**src/rtl/seq_pattern_gen.sv**
```systemverilog
// rtl/seq_pattern_gen.sv - serial MSB-first pattern transmitter with repeats and idle gaps
// Optional macro SEQ_GEN_PARITY_EN appends an even-parity bit after each repetition.
module seq_pattern_gen #(
    parameter int PAT_W   = 4,
    parameter int BIT_CYC = 1,
    parameter int GAP     = 2,
    parameter int CNT_W   = 4
) (
    input  logic             clk,
    input  logic             rst,
    input  logic             start,
    input  logic [PAT_W-1:0] pat_in,
    input  logic [CNT_W-1:0] rep_cnt,
    output logic             p1,
    output logic             frame,
    output logic             busy,
    output logic             done
);

`ifdef SEQ_GEN_PARITY_EN
    localparam int PAR_BITS = 1;
`else
    localparam int PAR_BITS = 0;
`endif

    localparam int NBITS = PAT_W + PAR_BITS;
    localparam int BCW   = $clog2(NBITS + 1);
    localparam int HCW   = $clog2(BIT_CYC + 1);
    localparam int GCW   = (GAP > 0) ? $clog2(GAP + 1) : 1;

    localparam logic [BCW-1:0] BIT_LAST  = BCW'(NBITS - 1);
    localparam logic [HCW-1:0] HOLD_LAST = HCW'(BIT_CYC - 1);
    localparam logic [GCW-1:0] GAP_LAST  = GCW'((GAP > 0) ? GAP - 1 : 0);

    typedef enum logic [1:0] {
        S_IDLE,
        S_SEND,
        S_GAP,
        S_DONE
    } state_t;

    state_t           state_q, state_d;
    logic [PAT_W-1:0] shift_q, shift_d;
    logic [PAT_W-1:0] pat_q, pat_d;
    logic [CNT_W-1:0] rep_q, rep_d;
    logic [BCW-1:0]   bit_cnt_q, bit_cnt_d;
    logic [HCW-1:0]   hold_cnt_q, hold_cnt_d;
    logic [GCW-1:0]   gap_cnt_q, gap_cnt_d;
    logic             p1_q, p1_d;
    logic             frame_q, frame_d;
    logic             busy_q, busy_d;
    logic             done_q, done_d;
    logic             fill_bit;

`ifdef SEQ_GEN_PARITY_EN
    logic par_q, par_d;

    always_comb begin
        par_d = par_q;
        if (state_q == S_IDLE && start) begin
            par_d = ^pat_in;
        end
    end

    always_ff @(posedge clk or posedge rst) begin
        if (rst) begin
            par_q <= 1'b0;
        end else begin
            par_q <= par_d;
        end
    end

    // Parity shifts in behind the pattern so it reaches the MSB right after bit 0.
    assign fill_bit = par_q;
`else
    assign fill_bit = 1'b0;
`endif

    always_comb begin
        state_d    = state_q;
        shift_d    = shift_q;
        pat_d      = pat_q;
        rep_d      = rep_q;
        bit_cnt_d  = bit_cnt_q;
        hold_cnt_d = hold_cnt_q;
        gap_cnt_d  = gap_cnt_q;

        case (state_q)
            S_IDLE: begin
                if (start) begin
                    shift_d    = pat_in;
                    pat_d      = pat_in;
                    rep_d      = (rep_cnt == '0) ? CNT_W'(1) : rep_cnt;
                    bit_cnt_d  = '0;
                    hold_cnt_d = '0;
                    state_d    = S_SEND;
                end
            end
            S_SEND: begin
                if (hold_cnt_q == HOLD_LAST) begin
                    hold_cnt_d = '0;
                    if (bit_cnt_q == BIT_LAST) begin
                        bit_cnt_d = '0;
                        if (rep_q > CNT_W'(1)) begin
                            rep_d = rep_q - CNT_W'(1);
                            if (GAP > 0) begin
                                gap_cnt_d = '0;
                                state_d   = S_GAP;
                            end else begin
                                shift_d = pat_q;
                            end
                        end else begin
                            state_d = S_DONE;
                        end
                    end else begin
                        bit_cnt_d = bit_cnt_q + BCW'(1);
                        shift_d   = {shift_q[PAT_W-2:0], fill_bit};
                    end
                end else begin
                    hold_cnt_d = hold_cnt_q + HCW'(1);
                end
            end
            S_GAP: begin
                if (gap_cnt_q == GAP_LAST) begin
                    gap_cnt_d  = '0;
                    shift_d    = pat_q;
                    bit_cnt_d  = '0;
                    hold_cnt_d = '0;
                    state_d    = S_SEND;
                end else begin
                    gap_cnt_d = gap_cnt_q + GCW'(1);
                end
            end
            S_DONE: begin
                state_d = S_IDLE;
            end
            default: begin
                state_d = S_IDLE;
            end
        endcase

        // Outputs are precomputed from next state so they come straight off flops.
        p1_d    = (state_d == S_SEND) && shift_d[PAT_W-1];
        frame_d = (state_d == S_SEND);
        busy_d  = (state_d == S_SEND) || (state_d == S_GAP);
        done_d  = (state_d == S_DONE);
    end

    always_ff @(posedge clk or posedge rst) begin
        if (rst) begin
            state_q    <= S_IDLE;
            shift_q    <= '0;
            pat_q      <= '0;
            rep_q      <= '0;
            bit_cnt_q  <= '0;
            hold_cnt_q <= '0;
            gap_cnt_q  <= '0;
            p1_q       <= 1'b0;
            frame_q    <= 1'b0;
            busy_q     <= 1'b0;
            done_q     <= 1'b0;
        end else begin
            state_q    <= state_d;
            shift_q    <= shift_d;
            pat_q      <= pat_d;
            rep_q      <= rep_d;
            bit_cnt_q  <= bit_cnt_d;
            hold_cnt_q <= hold_cnt_d;
            gap_cnt_q  <= gap_cnt_d;
            p1_q       <= p1_d;
            frame_q    <= frame_d;
            busy_q     <= busy_d;
            done_q     <= done_d;
        end
    end

    assign p1    = p1_q;
    assign frame = frame_q;
    assign busy  = busy_q;
    assign done  = done_q;

endmodule

```
**config.mk**
```make
export PLATFORM = sky130hd
export DESIGN_NAME = seq_pattern_gen
export DESIGN_NICKNAME = d
export VERILOG_FILES = /design/src/rtl/seq_pattern_gen.sv
export SDC_FILE = /design/constraint.sdc
export NUM_CORES = 1
export LEC_CHECK = 0
export CORE_AREA = 2 2 50 52
export CTS_CLUSTER_SIZE = 12
export DETAILED_ROUTE_END_ITERATION = 6
export DIE_AREA = 0 0 52 54
export PLACE_DENSITY = 0.72
export SLEW_MARGIN = 20
export SYNTH_ARGS = -nofsm -noshare
export SYNTH_HDL_FRONTEND = slang
export SYNTH_SLANG_ARGS = --single-unit
export TNS_END_PERCENT = 1
```
**constraint.sdc**
```tcl
create_clock -name clk -period 2.2 [get_ports clk]
set_input_delay 0.44 -clock clk [delete_from_list [all_inputs] [get_ports clk]]
set_output_delay 0.44 -clock clk [all_outputs]
set_load 0.02 [all_outputs]
```
# Word level (Yosys, flattened, before mapping)
# Index checks and enable logic that the tools add are counted.
# word_totals
ff_bits	24
latchBits	0
mem_bits_rw	0
romBits	0
in_bits	11
output_inout_bits	4
wordCells	75
memories	0
# classes
n_addsub	4
n_mul	0
div	0
order_cmp	1
eq_ne	14
shifts	0
n_mux	31
bitwise_logic	0
n_reduce_logical	13
# op_table
operator	count
two-way mux 4 bit	9
two-way mux 2 bit	8
two-way mux 3 bit	4
!= test 2 bit, second input constant	6
case mux 4 bit (3 select lines)	1
AND reduction 5 bit	2
case mux 3 bit (3 select lines)	1
equality test 2 bit, second input constant	4
case mux 2 bit (4 select lines)	1
case mux 4 bit (2 select lines)	1
AND reduction 4 bit	2
equality test 2 x 1 -> 1 bit, second input constant	3
> comparator 4 x 1 -> 1 bit, second input constant	1
zero test 4 bit	1
two-way mux 1 bit	4
case mux 2 bit (2 select lines)	1
nonzero test 2 bit	2
subtractor 4 x 1 -> 4 bit, second input constant	1
adder 3 x 1 -> 3 bit, second input constant	1
equality test 3 x 2 -> 1 bit, second input constant	1
case mux 1 bit (3 select lines)	1
AND reduction 3 bit	1
nonzero test 3 bit	1
adder 2 x 1 -> 2 bit, second input constant	1
5 further kinds	5

# Longest topological paths before layout
# Gate-level depths: netlist (run 1).
# logic_depth
depth_word	7
mapped_depth	7
depth_no_buf	7

# Least setup slack after synthesis (run 1)
# No wires, ideal clock.
# synth_timing
kind	reg-to-reg
from	register rep_q[0]
to	register p1_q, in the netlist p1
setup_ns	0.119
t_arrival_ns	1.605
required_ns	2.081
setup_slack_ns	0.476
stages_incl_launch_ff	8
path_buffers	0
period_less_slack_ns	1.724
cell_sequence	dfrtp_1 > inv_1 > ha_1 > o21bai_1 > o21ai_0 > a211o_1 > ha_1 > and2_1
# synth_via
elab_chain_cells	7
# synth_rtl
element	line	source
from (decl)	45	logic [CNT_W-1:0] rep_q, rep_d;
from (signal assigned)	166	rep_q <= rep_d;
> comparator 4 x 1 -> 1 bit	104	if (rep_q > CNT_W'(1)) begin
two-way mux 1 bit	104	
two-way mux 2 bit	102	if (bit_cnt_q == BIT_LAST) begin
two-way mux 2 bit	100	if (hold_cnt_q == HOLD_LAST) begin
case mux 2 bit (4 select lines)	88	case (state_q)
via state_d[0]	42	state_t state_q, state_d;
equality test 2 x 1 -> 1 bit	-	
via frame_d	50	logic frame_q, frame_d;
logical AND 1 bit	143	p1_d = (state_d == S_SEND) && shift_d[PAT_W-1];
via p1_d	49	logic p1_q, p1_d;
to (signal assigned)	170	p1_q <= p1_d;
to (decl)	49	
# The timed path passes the listed nets, and every way through them passes these cells.
# A chain may end at the register's enable or synchronous reset.

# Final worst setup path (run 1)
# Same ends and word-level chain as after synthesis.

==> results of run 1 <==
## power by group through the flow
| stage | clock (mW) | sequential [mW] | combinational [mW] |
|---|---|---|---|
| final | 0.192 | 0.727 | 0.876 |
| after global routing | 0.214 | 0.753 | 0.985 |
| after CTS | 0.200 | 0.727 | 0.886 |
| after detailed placement | 0 | 0.734 | 0.883 |
| after global placement | 0 | 0.729 | 0.845 |
| after floorplan | 0 | 0.740 | 0.589 |
## worst paths after layout
path                                         from                endpoint  slack, ps  cells past startpoint
setup / recovery             rep_q[0]$_DFFE_PP0P_            p1$_DFF_PP0_        310                      7
hold / removal                                rst          done$_DFF_PP0_        460                      3
setup reg to reg             rep_q[0]$_DFFE_PP0P_            p1$_DFF_PP0_        310                      7
hold reg to reg            shift_q[1]$_DFFE_PP0P_  shift_q[1]$_DFFE_PP0P_        500                      2
max in group asynchronous                     rst  shift_q[2]$_DFFE_PP0P_       1510                      3
min in group clk           shift_q[1]$_DFFE_PP0P_  shift_q[1]$_DFFE_PP0P_        500                      2
## worst max-delay path, stage by stage (launching register included)
cell	delay, ps
dfrtp_1	440
inv_1	60
ha_1	220
o21bai_1	210
o21ai_0	150
a211o_1	360
ha_1	220
and2_1	140
## stage by stage
step	cell area, µm²	setup WS, ps	power (mW)	cells	utilization, %
5_1_grt	1320	137	1.95	148	56.7
3_5_place_dp	1290	229	1.62	144	55.5
3_3_place_gp	1290	281	1.57	144	55.5
4_1_cts	1320	305	1.81	148	56.7
6_report	1320	305	1.80	148	56.7
2_1_floorplan	1090	476	1.33	98	-
## final cells by class
type,instances,area share [%]
multi-input cells,65,35.8
well taps,30,2.85
clock inverters,1,0.381
flip-flops and latches,23,43.8
repair buffers,19,13.5
inverters,7,2.00
clock buffers,3,1.71
## routing by layer
layer  vias up  GRT usage (%)
li1        387              -
met1       375           21.7
met2        32           27.2
met3         4           3.33
met4         0           12.3
met5         -              0
## state kept, by name, indices dropped and copies added (netlist names)
register and flops:
pat_q 4, frame 1, gap_cnt_q 2, rep_q 4, state_q 2, done 1
busy 1, p1 1, shift_q 4, bit_cnt_q 3
## kinds of logic (layout without fill, tap and decap cells)
| family | count (synthesis) | after routing | share of synthesized area (%) |
|---|---|---|---|
| AND/OR/NAND/NOR | 29 | 29 | 13.9 |
| AO/OA/AOI/OAI | 26 | 26 | 18.3 |
| flip-flops | 23 | 23 | 52.7 |
| buffers and inverters | 10 | 30 | 4.24 |
| adder cells (fa/ha/maj) | 5 | 5 | 5.73 |
| multiplexers | 5 | 5 | 5.15 |
## placed cells by master, fill, tap and decap left out
cell type and count:
clkbuf_4 3, a211o_1 2, dfrtp_1 23, and2b_1 1, nand2b_1 1, nor2b_1 2, o32ai_2 1, buf_4 5
a22o_1 3, a21oi_1 3, clkdlybuf4s50_1 14, and4bb_1 2, a221o_1 2, ha_1 5, nand2_1 5, a222oi_1 2
o21bai_1 1, nor3b_1 2, inv_1 7, and2_1 1, o21ai_0 6, clkinv_2 1, nor2_1 12, a32oi_1 1
o21bai_2 1, o21a_1 1, o21ai_1 2, mux2_2 5, o21ba_2 1, nor3_1 3
## Yosys cell counts, types with 2 or more instances
library cell and count:
mux2_2 5, ha_1 5, nor2b_1 2, a22o_1 3, a21oi_1 3, nor3b_1 2
nand2_1 5, dfrtp_1 23, inv_1 7, o21ai_1 2, and4bb_1 2, nor2_1 12
a211o_1 2, o21ai_0 6, nor3_1 3, a221o_1 2, a222oi_1 2
==> reports/qor.yml, run 1 <==
status: "finished, final reports clean"
drtIter0Drc: 25
final-hold-violation-count: 0
peakVddDrop_mv: 0.808
fmax_ghz: 0.528
drive_above_1_share_pct: 14.4
netlist_area_um2: 1090
clk_latency_ps: 310
relSlewSlack_pct: 70.7
cts-htree-levels: 1
top_layer_used: "met4"
area_growth_pct: 20.4
worstMarginPinSlew_ps: 440
p_clk_share_pct: 10.7
cts_setup_buffers: 0
synth_cells: 98
powerDensity_nw_per_um2: 1370
swShare_pct: 38.6
wl_per_cell_um: 13.8
numCtsBuffers: 3
vias: 798
post-route-min-period_ps: 1890
ant_nets: 0
synth_top_area_share_pct: 52.7
p_comb_share_pct: 48.8
holdWs_ps: 457
async_reset_ff_share_pct: 100
clockBufferDepth: 2
grt_pass1_vias: 851
n_antenna_cell: 0
maxCapViolCount: 0
cts_root_buf: "clkbuf_4"
p_int_mw: 1.10
period_share_pct: 86.1
synth.distinct_cells: 29
synth-edff-count: 0
routed_via_density: 5.39
yosys.area.top_type: "dfrtp_1"
p_switching_mw: 0.693
start_util_pct: 47.1
syn_nets: 114
hold_buffers: 0
cp-start-kind: "flop"
die_y_um: 54
hp-class: "in -> async"
yosys_warnings: 0
cts_tree: "yes"
routedLengthMet1_um: 934
crit_path_max_fanout: 5
multi_input_area_um2: 470
wl_met2_um: 977
yosys_register_bits: 23
dr_wl_met3_um: 89
place.gp.congestion: 0.763
antenna_found_initial: 0
ios: 15
drt_pass1_iterations: 4
dieArea_um2: 2810
p_leak_nw: 0.620
critPathCaptureType: "flop"
die_x_um: 52
worstSetupPathType: "reg -> reg"
seq_area_um2: 576
fin_tns_setup_ps: 0
grt_pass1_wl_mm: 3.50
row_count: 18
wirelength_mm: 2.04
synth_ff_type: "dfrtp_1"
cp.required_ps: 2410
seq_power_share_pct: 40.5
setup_viol: 0
dp_hpwl_mm: 1.55
port_buffers: 14
ctsResizeCount: 0
grt_use_total_pct: 17.4
fin_skew_ps: 6.37
core_um2: 2320
cp.arrival_ps: 2110
slew_violations: 0
ys_seq_area_share_pct: 52.7
drc: 0
grt_max_degree: 24
overflow: 0
rsz0062_at_grt: "no"
final_nets: 135
cts_sinks: 23
path_clk_slew_ps: 120
fillers: 200
avgSynthCellArea_um2: 11.1
ys_top_cells_by_area: "dfrtp_1 53%, ha_1 5.7%, mux2_2 5.2%"
(Power assumes the default switching activity.)
==> inputs of run 2 (changes only) <==
--- a/config.mk
+++ b/config.mk
@@ -5,11 +5,13 @@
 export SDC_FILE = /design/constraint.sdc
 export NUM_CORES = 1
 export LEC_CHECK = 0
-export CORE_AREA = 2 2 50 52
+export CELL_PAD_IN_SITES_DETAIL_PLACEMENT = 0
+export CELL_PAD_IN_SITES_GLOBAL_PLACEMENT = 2
+export CORE_AREA = 2 2 60 62
 export CTS_CLUSTER_SIZE = 12
 export DETAILED_ROUTE_END_ITERATION = 6
-export DIE_AREA = 0 0 52 54
-export PLACE_DENSITY = 0.72
+export DIE_AREA = 0 0 62 64
+export PLACE_DENSITY = 0.74
 export SLEW_MARGIN = 20
 export SYNTH_ARGS = -nofsm -noshare
 export SYNTH_HDL_FRONTEND = slang
==> reports/qor.yml, run 2 (synthesis results as in run 1) <==
rsz0062_at_grt: "no"
worstSetupPathType: "reg -> reg"
routed_via_density: 4.65  # -14%
crit_slowest_cell: "dfrtp_1"
hp-class: "in -> async"
core_um2: 3280  # +42%
path_cells: "inv_1 > ha_1 > o21bai_1 > o21ai_0 > a211o_1 > ha_1 > and2_1"
worstMarginPinSlew_ps: 451  # +11.5 ps
clk_latency_ps: 300  # about the same
ios: 15  # unchanged
status: "finished, final reports clean"
grt_use_total_pct: 11.8  # -5.5 points
cts-htree-levels: 1  # unchanged
drive_above_1_share_pct: 13.6  # -0.85 points
final_nets: 135  # unchanged
dieArea_um2: 3970  # +41%
setup_viol: 0  # unchanged
wl_per_cell_um: 12.3  # -11%
wirelength_mm: 2.01  # -1.3%
drt_pass1_iterations: 4  # unchanged
relSlewSlack_pct: 69.9  # -0.76 points
ctsResizeCount: 0  # unchanged
cts_tree: "yes"
largest_registers: "pat_q (4), rep_q (4), shift_q (4)"
peakVddDrop_mv: 0.687  # -15%
crit_path_frequent_cell: "ha_1"
hold_buffers: 0  # unchanged
cp.arrival_ps: 2090  # -20 ps
final-hold-violation-count: 0  # unchanged
path_clk_slew_ps: 120  # about the same
ant_nets: 0  # unchanged
p_leak_nw: 0.618  # -0.44%
drc: 0  # unchanged
worst_path_largest_cell_delay_ps: 430  # about the same
fmax_ghz: 0.532  # +0.79%
holdWs_ps: 461  # +3.58 ps
powerDensity_nw_per_um2: 1330  # -2.3%
dp_hpwl_mm: 1.54  # -0.62%
port_buffers: 14  # unchanged
fin_tns_setup_ps: 0  # unchanged
vias: 763  # -4.4%
overflow: 0  # unchanged
die_y_um: 64  # +19%
antenna_found_initial: 0  # unchanged
maxCapViolCount: 0  # unchanged
place_ws_ps: 217  # -12.3 ps
grt_pass1_vias: 777  # -8.7%
grt_max_degree: 24  # unchanged
final.setup.worst_slack_ps: 320  # +14.9 ps
place.gp.congestion: 0.719  # -5.8%
drtIter0Drc: 28  # +12%
start_util_pct: 33.3  # -14 points
cts_root_buf: "clkbuf_4"
die_x_um: 62  # +19%
area_growth_pct: 22.1
slew_violations: 0  # unchanged
crit_path_max_fanout: 5  # unchanged
clockBufferDepth: 2  # unchanged
post-route-min-period_ps: 1880  # -14.9 ps
n_antenna_cell: 0  # unchanged
fin_skew_ps: 1.16  # -5.21 ps
cp-start-kind: "flop"
numCtsBuffers: 3  # unchanged
grt_pass1_wl_mm: 3.52  # +0.60%
final_common_cell: "dfrtp_1"
cts_setup_buffers: 0  # unchanged
cp.required_ps: 2410  # about the same
cts_sinks: 23  # unchanged
row_count: 21  # +3
period_share_pct: 85.4  # -0.68 points
layout_common_cells: "23 x dfrtp_1, 14 x clkdlybuf4s50_1, 12 x nor2_1, 7 x inv_1, 6 x o21ai_0"
critPathCaptureType: "flop"
[run 2: changes by cell type in the layout (fill, tap and decap cells not counted)]
cell and delta:
clkbuf_1 +1, clkinv_2 -1
[run 2: worst max-delay path: cells and delay by family, from the launching register on]
family	cells	cell delay (ps)
buffers and inverters	1	60
AOI/OAI and AO/OA	3	700
and+or+nand+nor	1	140
DFF	1	430
adders and majority gates	2	440
[run 2: layer usage]
| metal | wire length, µm | GRT usage, % | up-vias |
|---|---|---|---|
| met5 | 0 | 0 | - |
| met4 | 20 | 5.59 | 0 |
| met3 | 95 | 3.04 | 2 |
| met2 | 906 | 16.4 | 12 |
| met1 | 990 | 17.0 | 361 |
| li1 | - | - | 388 |
[run 2: power breakdown]
group	internal, mW	switching, mW	total, mW
clock network	0.0707	0.119	0.190
logic	0.429	0.439	0.868
registers	0.604	0.116	0.721
total	1.10	0.675	1.78
[run 2: worst paths after layout]
check	from	end	slack, ps	depth (start not counted)
min in group clk	shift_q[1]$_DFFE_PP0P_	shift_q[1]$_DFFE_PP0P_	500	2
setup / recovery	rep_q[0]$_DFFE_PP0P_	p1$_DFF_PP0_	320	7
hold / removal	rst	shift_q[0]$_DFFE_PP0P_	460	3
max in group asynchronous	rst	bit_cnt_q[1]$_DFFE_PP0P_	1520	3
hold reg to reg	shift_q[1]$_DFFE_PP0P_	shift_q[1]$_DFFE_PP0P_	500	2
setup reg to reg	rep_q[0]$_DFFE_PP0P_	p1$_DFF_PP0_	320	7
[run 2: per-stage QoR]
step | instance area [µm²] | utilization, % | std cells | power (mW)
CTS | 1330 | 40.6 | 164 | 1.81
detailed placement | 1310 | 39.8 | 160 | 1.61
finish | 1330 | 40.6 | 164 | 1.78
global placement | 1310 | 39.8 | 160 | 1.61
global route | 1330 | 40.6 | 164 | 1.95
floorplan | 1090 | - | 98 | 1.33
[run 2: layout make-up]
cell class,count,area (µm²)
timing repair buffer,19,178
multi-input combinational,65,470
sequential,23,576
fill,325,1950
clock buffer,4,26.3
tap,46,57.6
inverter,7,26.3
==> inputs of run 3 (changes only) <==
--- a/config.mk
+++ b/config.mk
@@ -11,8 +11,8 @@
 export CTS_CLUSTER_SIZE = 12
 export DETAILED_ROUTE_END_ITERATION = 6
 export DIE_AREA = 0 0 62 64
+export MAX_ROUTING_LAYER = met4
 export PLACE_DENSITY = 0.74
-export SLEW_MARGIN = 20
 export SYNTH_ARGS = -nofsm -noshare
 export SYNTH_HDL_FRONTEND = slang
 export SYNTH_SLANG_ARGS = --single-unit
==> reports/qor.yml, run 3 (synthesis results as in run 1) <==
status: "finished, final reports clean"
grt_pass1_vias: 777  # unchanged
fin_tns_setup_ps: 0  # unchanged
dieArea_um2: 3970  # unchanged
post-route-min-period_ps: 1870  # -9.91 ps
die_y_um: 64  # unchanged
largest_registers: "pat_q (4), rep_q (4), shift_q (4)"
hp-class: "in -> async"
overflow: 0  # unchanged
layout_common_cells: "23 x dfrtp_1, 14 x clkdlybuf4s50_1, 12 x nor2_1, 7 x inv_1, 6 x o21ai_0"
final_nets: 135  # unchanged
grt_pass1_wl_mm: 3.51  # -0.20%
antenna_found_initial: 0  # unchanged
cts-htree-levels: 1  # unchanged
area_growth_pct: 22.1  # unchanged
row_count: 21  # unchanged
hold_buffers: 0  # unchanged
drive_above_1_share_pct: 13.6  # unchanged
clk_latency_ps: 300  # about the same
final_cell_area_um2: 1330  # unchanged
setup_viol: 0  # unchanged
grt_max_degree: 24  # unchanged
fmax_ghz: 0.535  # +0.53%
relSlewSlack_pct: 69.9  # unchanged
ctsResizeCount: 0  # unchanged
grt_use_total_pct: 12.2  # +0.31 points
worstMarginPinSlew_ps: 451  # unchanged
drtIter0Drc: 30  # +7.1%
crit_path_max_fanout: 5  # unchanged
postPlaceCellArea_um2: 1310  # unchanged
dp.cells: 160  # unchanged
slew_violations: 0  # unchanged
cts_root_buf: "clkbuf_4"
drc: 0  # unchanged
n_antenna_cell: 0  # unchanged
period_share_pct: 85.0  # -0.45 points
instances_no_fill: 164  # unchanged
wl_per_cell_um: 12.3  # +0.25%
clockBufferDepth: 2  # unchanged
vias: 762  # -0.13%
port_buffers: 14  # unchanged
ant_nets: 0  # unchanged
critPathCaptureType: "flop"
cts_setup_buffers: 0  # unchanged
worstSetupPathType: "reg -> reg"
cp.required_ps: 2410  # about the same
core_um2: 3280  # unchanged
routed_via_density: 4.65  # -0.13%
path_clk_slew_ps: 120  # about the same
final-hold-violation-count: 0  # unchanged
maxCapViolCount: 0  # unchanged
fillers: 325  # unchanged
final_common_cell: "dfrtp_1"
ios: 15  # unchanged
fin_skew_ps: 3.34  # +2.18 ps
cp-start-kind: "flop"
die_x_um: 62  # unchanged
dp_hpwl_mm: 1.54  # unchanged
cts_sinks: 23  # unchanged
p_leak_nw: 0.618  # unchanged
seq_area_um2: 576  # unchanged
cp.arrival_ps: 2080  # about the same
peakVddDrop_mv: 0.693  # +0.95%
holdWs_ps: 458  # -3.07 ps
powerDensity_nw_per_um2: 1330  # about the same
numCtsBuffers: 3  # unchanged
rsz0062_at_grt: "no"
drt_pass1_iterations: 4  # unchanged
place.gp.congestion: 0.727  # +1.2%
r2r_cells: 7  # unchanged
start_util_pct: 33.3  # unchanged
multi_input_area_um2: 470  # unchanged
wirelength_mm: 2.02  # +0.25%
cts_tree: "yes"
[run 3: cell counts in the layout (fill, tap and decap cells not counted)]
Identical to the previous run, type by type.
[run 3: power by group]
part           internal [mW]  switching (mW)  total [mW]  leakage (nW)
Sequential             0.604           0.117       0.721         0.289
Combinational          0.428           0.439       0.867         0.314
Clock                 0.0707           0.121       0.192        0.0150
Total                   1.10           0.677        1.78         0.618
[run 3: worst paths after layout]
path | from | end | slack (ps)
min reg2reg | shift_q[1]$_DFFE_PP0P_ | shift_q[1]$_DFFE_PP0P_ | 500
max reg2reg | rep_q[0]$_DFFE_PP0P_ | p1$_DFF_PP0_ | 330
min in group clk | shift_q[1]$_DFFE_PP0P_ | shift_q[1]$_DFFE_PP0P_ | 500
min | rst | frame$_DFF_PP0_ | 460
max | rep_q[0]$_DFFE_PP0P_ | p1$_DFF_PP0_ | 330
max in group asynchronous | rst | rep_q[2]$_DFFE_PP0P_ | 1520
[run 3: final cells by class]
| cell class | count | share of cell area (%) |
|---|---|---|
| Timing Repair Buffer | 19 | 13.3 |
| Tap cell | 46 | 4.32 |
| Multi-Input combinational cell | 65 | 35.3 |
| Inverter | 7 | 1.97 |
| Sequential cell | 23 | 43.2 |
| Clock buffer | 4 | 1.97 |
[run 3: per-stage QoR]
step	total power, mW	setup slack, ps	util, %
2_1_floorplan	1.33	476	-
3_3_place_gp	1.61	266	39.8
3_5_place_dp	1.61	217	39.8
4_1_cts	1.81	292	40.6
5_1_grt	1.95	195	40.6
6_report	1.78	330	40.6
[run 3: worst max-delay path: stages (launching register included)]
cell and delay, ps:
dfrtp_1 430, inv_1 60, ha_1 220, o21bai_1 200
o21ai_0 140, a211o_1 360, ha_1 210, and2_1 140
[run 3: layer usage]
layer | track usage [%] | part of all wire, % | up-vias
met2 | 16.4 | 44 | 12
li1 | - | - | 388
met5 | - | 0 | -
met4 | 5.59 | 0.99 | 0
met1 | 17.7 | 52 | 360
met3 | 1.82 | 2.7 | 2
